`src/rtl/uart_pkg.sv`:
```
// Shared definitions for the UART transmit arbiter: FIFO depth default and
// sequencer state encoding.
package uart_pkg;

   localparam int unsigned DefaultDepth = 4;

   typedef enum logic [1:0] {
      StIdle  = 2'd0,
      StStart = 2'd1,
      StWait  = 2'd2
   } tx_state_e;

endpackage

```
`src/rtl/uart_tx_fifo.sv`:
```
// Synchronous byte FIFO with push, pop, synchronous flush and registered count.
module uart_tx_fifo
   import uart_pkg::*;
#(
   parameter int unsigned DEPTH = DefaultDepth
) (
   input  logic                     clk,
   input  logic                     rst_n,
   input  logic                     push,
   input  logic [7:0]               push_data,
   input  logic                     pop,
   input  logic                     flush,
   output logic [7:0]               head,
   output logic [$clog2(DEPTH):0]   count
);

   localparam int unsigned AW = $clog2(DEPTH);
   localparam int unsigned CW = AW + 1;

   logic [7:0]    mem_q [DEPTH];
   logic [AW-1:0] wr_ptr_q;
   logic [AW-1:0] rd_ptr_q;

   always_ff @(posedge clk) begin
      if (push && !flush) begin
         mem_q[wr_ptr_q] <= push_data;
      end
   end

   // Pointers wrap naturally because DEPTH is a power of two.
   always_ff @(posedge clk or negedge rst_n) begin
      if (!rst_n) begin
         wr_ptr_q <= '0;
         rd_ptr_q <= '0;
         count    <= '0;
      end else if (flush) begin
         wr_ptr_q <= '0;
         rd_ptr_q <= '0;
         count    <= '0;
      end else begin
         if (push) wr_ptr_q <= wr_ptr_q + AW'(1);
         if (pop)  rd_ptr_q <= rd_ptr_q + AW'(1);
         case ({push, pop})
            2'b10:   count <= count + CW'(1);
            2'b01:   count <= count - CW'(1);
            default: count <= count;
         endcase
      end
   end

   assign head = mem_q[rd_ptr_q];

endmodule

```
`src/rtl/uart_tx_arbiter.sv`:
```
// Round-robin arbiter for two byte requesters feeding a shared FIFO, plus the
// start/busy handshake sequencer towards a uart_tx.
module uart_tx_arbiter
   import uart_pkg::*;
#(
   parameter int unsigned DEPTH = DefaultDepth
) (
   input  logic                     clk,
   input  logic                     rst_n,
   input  logic                     req0_valid,
   input  logic [7:0]               req0_data,
   output logic                     req0_ready,
   input  logic                     req1_valid,
   input  logic [7:0]               req1_data,
   output logic                     req1_ready,
   input  logic                     flush,
   output logic                     tx_start,
   output logic [7:0]               tx_data,
   input  logic                     tx_busy,
   output logic [$clog2(DEPTH):0]   fifo_count,
   output logic                     last_grant
);

   localparam int unsigned CW = $clog2(DEPTH) + 1;

   tx_state_e  state_q, state_d;
   logic       tx_start_d;
   logic [7:0] tx_data_d;
   logic       full, grant_valid, grant, push, pop;
   logic [7:0] push_data, head;

   assign full = (fifo_count == CW'(DEPTH));

   always_comb begin
      grant_valid = req0_valid | req1_valid;
      grant       = (req0_valid && req1_valid) ? ~last_grant : req1_valid;
   end

   assign req0_ready = !full && !flush && grant_valid && !grant;
   assign req1_ready = !full && !flush && grant_valid && grant;
   assign push       = (req0_valid && req0_ready) || (req1_valid && req1_ready);
   assign push_data  = grant ? req1_data : req0_data;

   uart_tx_fifo #(
      .DEPTH (DEPTH)
   ) u_fifo (
      .clk       (clk),
      .rst_n     (rst_n),
      .push      (push),
      .push_data (push_data),
      .pop       (pop),
      .flush     (flush),
      .head      (head),
      .count     (fifo_count)
   );

   always_comb begin
      state_d    = state_q;
      tx_start_d = tx_start;
      tx_data_d  = tx_data;
      pop        = 1'b0;
      unique case (state_q)
         StIdle: begin
            if (fifo_count != '0 && !flush) begin
               pop        = 1'b1;
               tx_data_d  = head;
               tx_start_d = 1'b1;
               state_d    = StStart;
            end
         end
         StStart: begin
            if (tx_busy) begin
               tx_start_d = 1'b0;
               state_d    = StWait;
            end
         end
         StWait: begin
            if (!tx_busy) state_d = StIdle;
         end
         default: state_d = StIdle;
      endcase
   end

   // last_grant resets to 1 so requester 0 wins the first tie.
   always_ff @(posedge clk or negedge rst_n) begin
      if (!rst_n) begin
         state_q    <= StIdle;
         tx_start   <= 1'b0;
         tx_data    <= '0;
         last_grant <= 1'b1;
      end else begin
         state_q  <= state_d;
         tx_start <= tx_start_d;
         tx_data  <= tx_data_d;
         if (push) last_grant <= grant;
      end
   end

endmodule

```
`config.mk`:
```
export PLATFORM = sky130hd
export DESIGN_NAME = uart_tx_arbiter
export DESIGN_NICKNAME = d
export VERILOG_FILES = /design/src/rtl/uart_pkg.sv /design/src/rtl/uart_tx_fifo.sv /design/src/rtl/uart_tx_arbiter.sv
export SDC_FILE = /design/constraint.sdc
export NUM_CORES = 1
export LEC_CHECK = 0
export CORE_ASPECT_RATIO = 1.1
export CORE_UTILIZATION = 56
export DETAILED_ROUTE_END_ITERATION = 10
export GPL_TIMING_DRIVEN = 1
export PLACE_DENSITY = 0.83
export SLEW_MARGIN = 10
export SYNTH_ARGS = -nofsm -noshare
export SYNTH_HDL_FRONTEND = slang
export SYNTH_SLANG_ARGS = --single-unit
```
`constraint.sdc`:
```
create_clock -name clk -period 4.3 [get_ports clk]
set_input_delay 0.43 -clock clk [delete_from_list [all_inputs] [get_ports clk]]
set_output_delay 0.43 -clock clk [all_outputs]
set_load 0.05 [all_outputs]
```
== Yosys cells after proc, flatten, opt, wreduce, memory -nomap -nowiden ==
Memory sizes are Yosys's and may differ from the RTL's. A register that Yosys moved wholly into a read port is not among the register bits.
Cells that the tools add are included.
Cells by class
  add/subtract/negate cells: 4
  equal/unequal tests: 8
  mux-type cells: 19
  bitwise logic cells: 2
  reductions and logical operators: 23
Operator list (number)
  2-bit 2-to-1 mux: 7
  1-bit logical AND: 9
  8-bit 2-to-1 mux: 1
  1-bit 2-to-1 mux: 7
  2-bit != test (second input constant): 3
  2-bit one-hot mux with 3 select lines: 1
  3-bit one-hot mux with 2 select lines: 1
  3-bit AND reduction: 2
  2-bit nonzero test: 3
  3-bit nonzero test: 2
  2-bit by 1-bit adder with 2-bit output (second input constant): 2
  2-bit by 1-bit == test with 1-bit output (second input constant): 2
  2-bit == test (second input constant): 2
  1-bit logical NOT: 4
  3-bit by 1-bit adder with 3-bit output (second input constant): 1
  3-bit == test (second input constant): 1
  3-bit 2-to-1 mux: 1
  3-bit by 1-bit subtractor with 3-bit output (second input constant): 1
  2-bit logical NOT: 1
  1-bit one-hot mux with 2 select lines: 1
  2-bit AND reduction: 1
  1-bit logical OR: 1
  1-bit inverter: 1
  1-bit OR: 1
Word-level totals
  bits in registers: 11
  memory bits (writable): 32
  input bits: 22
  output and inout bits: 15
  logic and storage cells: 63
  memories: 1
Memory list
  u_fifo.mem_q: words 4, bits a word 8, rd ports 1, clocked after memory_dff 1, wr ports 1, RTL line uart_tx_fifo.sv:20  | logic [7:0] mem_q [DEPTH];

== Longest topological paths before layout ==
  depth after elaboration: 10
  depth in mapped cells: 10
  gate-level depth less buffers: 8

== Modules after synthesis ==
From an unflattened synthesis, not the netlist that was laid out.
Unflattened totals
  cell total of the unflattened synthesis: 130
  area, all modules: 2227.1 sq um
Modules (own cells, without submodules)
  uart_tx_fifo: instances 1, cells each 83, area an instance 1604.0 sq um, seq. area each 1136.1 sq um
  uart_tx_arbiter: instances 1, cells each 47, area an instance 623.1 sq um, seq. area each 301.5 sq um

== Worst setup path after synthesis ==
OpenSTA, ideal clock, no wires.
  kind: register to output
  start: reg u_fifo.count[0]
  end: out req0_ready
  arrival time: 2100 ps
  data required time: 3870 ps
  setup slack: 1770 ps
  cell stages (with the launch flop): 5
  path buffers: 1
  cells stage by stage: dfrtp_1 > nor2_1 > a21oi_4 > clkbuf_1 > nor2b_1
On the way
  word-level cells in the longest chain between the ends: 5
Ends and longest elaborated chain
  start, declared: RTL line uart_tx_fifo.sv:14  | output logic [$clog2(DEPTH):0] count
  start signal, assigned: RTL line uart_tx_fifo.sv:44  | 2'b10: count <= count + CW'(1);
  start signal, assigned: RTL line uart_tx_fifo.sv:45  | 2'b01: count <= count - CW'(1);
  start signal, assigned: RTL line uart_tx_fifo.sv:46  | default: count <= count;
  3-bit == test: RTL line uart_tx_arbiter.sv:32  | assign full = (fifo_count == CW'(DEPTH));
  1-bit logical NOT: RTL line uart_tx_arbiter.sv:39  | assign req0_ready = !full && !flush && grant_valid && !grant;
  1-bit logical AND (3 in a row): RTL line uart_tx_arbiter.sv:39
  end, declared: RTL line uart_tx_arbiter.sv:12  | output logic req0_ready,
Every way passes these cells.

== Worst setup path in the final report ==
  start: in req1_valid
  end: out req1_ready
On the way
  word-level cells in the longest chain between the ends: 3
  elaborated cells between the ends (all ways): 5
  classes of those cells: mux: 1; bitwise: 1; reduce/logical: 3
Ends and longest elaborated chain
  start, declared: RTL line uart_tx_arbiter.sv:13  | input logic req1_valid,
  1-bit OR or 1-bit logical AND (tied branches): RTL line uart_tx_arbiter.sv:35, uart_tx_arbiter.sv:36
  1-bit logical AND or 1-bit 2-to-1 mux (tied branches): RTL line uart_tx_arbiter.sv:40, uart_tx_arbiter.sv:36
  1-bit logical AND (*): RTL line uart_tx_arbiter.sv:40  | assign req1_ready = !full && !flush && grant_valid && grant;
  end, declared: RTL line uart_tx_arbiter.sv:15  | output logic req1_ready,
Every way passes the cells marked *; elsewhere a longest branch is shown, timed or not.

==> results.cfg <==
[run_status]
status = finished clean

[critical_path]
start_kind = primary input
cp.required_ns = 3.87
path_class = primary input to output port
slowest_stage = clkdlybuf4s50_1
path_cells = clkdlybuf4s50_1, a21boi_1, and2_1, clkdlybuf4s50_1
worstPathArrival_ns = 2.63
slowest_delay_ns = 0.80
critPathBufInv = 2
crit_path_max_fanout = 7
endpoint_kind = output port
cp_common_cell = clkdlybuf4s50_1
critical_path.top_delay_family = buffers and inverters

[clock_network]
tritoncts = done
cts_max_level = 2
clk_pin_slew_ns = 0.09
clock_sinks = 51
post_cts_buffers = 0
hold_buffers = 0
clk_path_buf_depth = 2
clk_latency_ns = 0.30
cts_buffers = 5
cts_root_buf = clkbuf_8
cts_resized = 0

[layout]
multi_input_area_um2 = 775.7
layout_commonest_cell = clkdlybuf4s50_1
fill_cells = 249
antenna_cells = 0
areaGrowthSynthToFinish_pct = 23.11
nets = 215
layout_common_cells = 36 x clkdlybuf4s50_1, 32 x edfxtp_1, 29 x nand2_1
ff_latch_area_mm2 = 0.001438
layoutNonFillerInstCount = 239
drive_gt1_share_pct = 15.87

[logic_synthesis]
syn_area_per_cell_um2 = 14.91
syn-num-nets = 178
synth.area.mux_share_pct = 14.06
synthArstFlopShare_pct = 37.25
synth_top_family_by_area = multiplexers
yosysWarnings = 0
synth_ff_type = edfxtp_1
synthSimpleGateAreaFrac_pct = 11.17
syn_inst = 151
synthAdderAreaFrac_pct = 3.111
yosysSeqAreaShare_pct = 63.83
synth.distinct_cells = 34
ys_ff_latch = 51
synth-edff-count = 32
netlist_area_mm2 = 0.002252
synth_xor_area_share_pct = 1.500
synth_compound_area_share_pct = 4.611

[floorplan]
die_y_um = 68.51
io_pins = 37
core_mm2 = 0.003741
std_cell_rows = 23
start_util_pct = 60.20
die_w_um = 62.47
dieArea_mm2 = 0.004279

[sta]
final.period_utilization_pct = 71.07
relSlewSlack_pct = 43.32
fmax_ghz = 0.3272
post-route-min-period_ns = 3.056
fin_skew_ns = 0.003896
rsz0062_at_grt = false
finalSetupViolCount = 0
hold_violations = 0
final_max_slew_viol_count = 0
worst_slew_pin_slew_ns = 0.8476
setup-tns-final_ns = 0

[power_and_ir_drop]
cellPowerDensity_mw_per_mm2 = 636.9
power_mw = 1.766
p_leak_nw = 1.058
ir_drop_mv = 0.3724

[global_route]
grt_max_degree = 20
grt_pass1_vias = 1424
grt-ovfl-total = 0
antenna_found_initial = 0
grt_first_pass_wirelength_um = 6851
track_usage_pct = 22.16

[placement]
dp.cells = 231
gp_congestion = 0.7138
port_buffers = 36
dpl.hpwl_um = 2815

[route]
routed_via_density = 5.481
drc = 0
vias = 1310
wl_per_cell_um = 16.68
drt_first_pass_iters = 4
antenna_left = 0
wl_um = 3986
drt_iter0_markers = 27

[worst_hold_path]
hp-class = register to register

[job]
cap_violations = 0
[through the flow]
step                setup WS [ns]  area (µm²)  hold WS, ns  util [%]
finish                      1.244        2773       0.4788     74.11
global route                1.136        2773       0.5286     74.11
CTS                         1.248        2773       0.4845     74.11
detailed placement          1.268        2651       0.4637     70.87
global placement            1.292        2651       0.4581     70.87
floorplan                   1.770        2252       0.1344         -
[final cells by class]
cell class              count  area share (%)
flip-flops and latches     51           51.85
multi-input cells          91           27.98
repair buffers             37           13.27
clock buffers               6           2.978
well taps                  50           2.256
clock inverters             2           1.399
inverters                   2          0.2708
[worst min-delay path: stages (launching register included)]
cell,delay (ns)
dfrtp_1,0.35
nand2_1,0.05
nand2_1,0.05
[routing by layer]
metal | global-route usage [%] | vias to the layer above | wire length (µm)
li1 | - | 617 | -
met1 | 25.73 | 640 | 1568
met2 | 39.54 | 43 | 2175
met3 | 5.263 | 10 | 173
met4 | 10.76 | 0 | 68
met5 | 0 | - | 0
[Yosys cell counts, types with 2 or more instances]
cell type  number  area [µm²]
mux2_2          6       67.56
mux4_2          8       180.2
nor2_1          5       18.77
o221ai_1        2       17.52
mux2i_1         2       20.02
clkbuf_1        3       11.26
dfrtp_1        18       450.4
nor3_1          2       10.01
mux2_1          3       33.78
ha_1            4       50.05
buf_2           4       20.02
a21o_1          2       15.01
xor2_1          2       17.52
nand3b_1        3       22.52
edfxtp_1       32       960.9
nand2_1        29       108.9
and2_1          6       37.54
nor2b_1         2       12.51
nand2b_1        2       12.51
inv_1           2       7.510
[logic make-up after synthesis]
group / after synthesis
compound gates: 11
xor+xnor: 3
fa+ha+maj: 5
buf+inv: 9
flops: 51
mux: 20
simple gates: 52
[state kept, by name, summed over array words and instances (netlist names)]
register         count
u_fifo.mem_q        32
tx_data              8
u_fifo.count         3
state_q              2
u_fifo.rd_ptr_q      2
u_fifo.wr_ptr_q      2
last_grant           1
tx_start             1
[path summary, 6_finish.rpt]
| check | startpoint | endpoint | slack (ns) | depth (start not counted) |
|---|---|---|---|---|
| max | req1_valid | req1_ready | 1.24 | 4 |
| min | tx_data[5]$_DFFE_PN0P_ | tx_data[5]$_DFFE_PN0P_ | 0.48 | 2 |
| max reg2reg | u_fifo.count[1]$_DFFE_PN0P_ | u_fifo.count[2]$_DFFE_PN0P_ | 1.88 | 6 |
| min reg2reg | tx_data[5]$_DFFE_PN0P_ | tx_data[5]$_DFFE_PN0P_ | 0.48 | 2 |
| max in group asynchronous | rst_n | tx_data[6]$_DFFE_PN0P_ | 3.17 | 1 |
| min in group asynchronous | rst_n | tx_data[7]$_DFFE_PN0P_ | 0.61 | 1 |
[where the power goes]
group / internal, mW / switching (mW)
clock: 0.191 / 0.152
combinational: 0.276 / 0.404
sequential: 0.647 / 0.0965
Note: power is estimated with default switching activity, not from simulation.
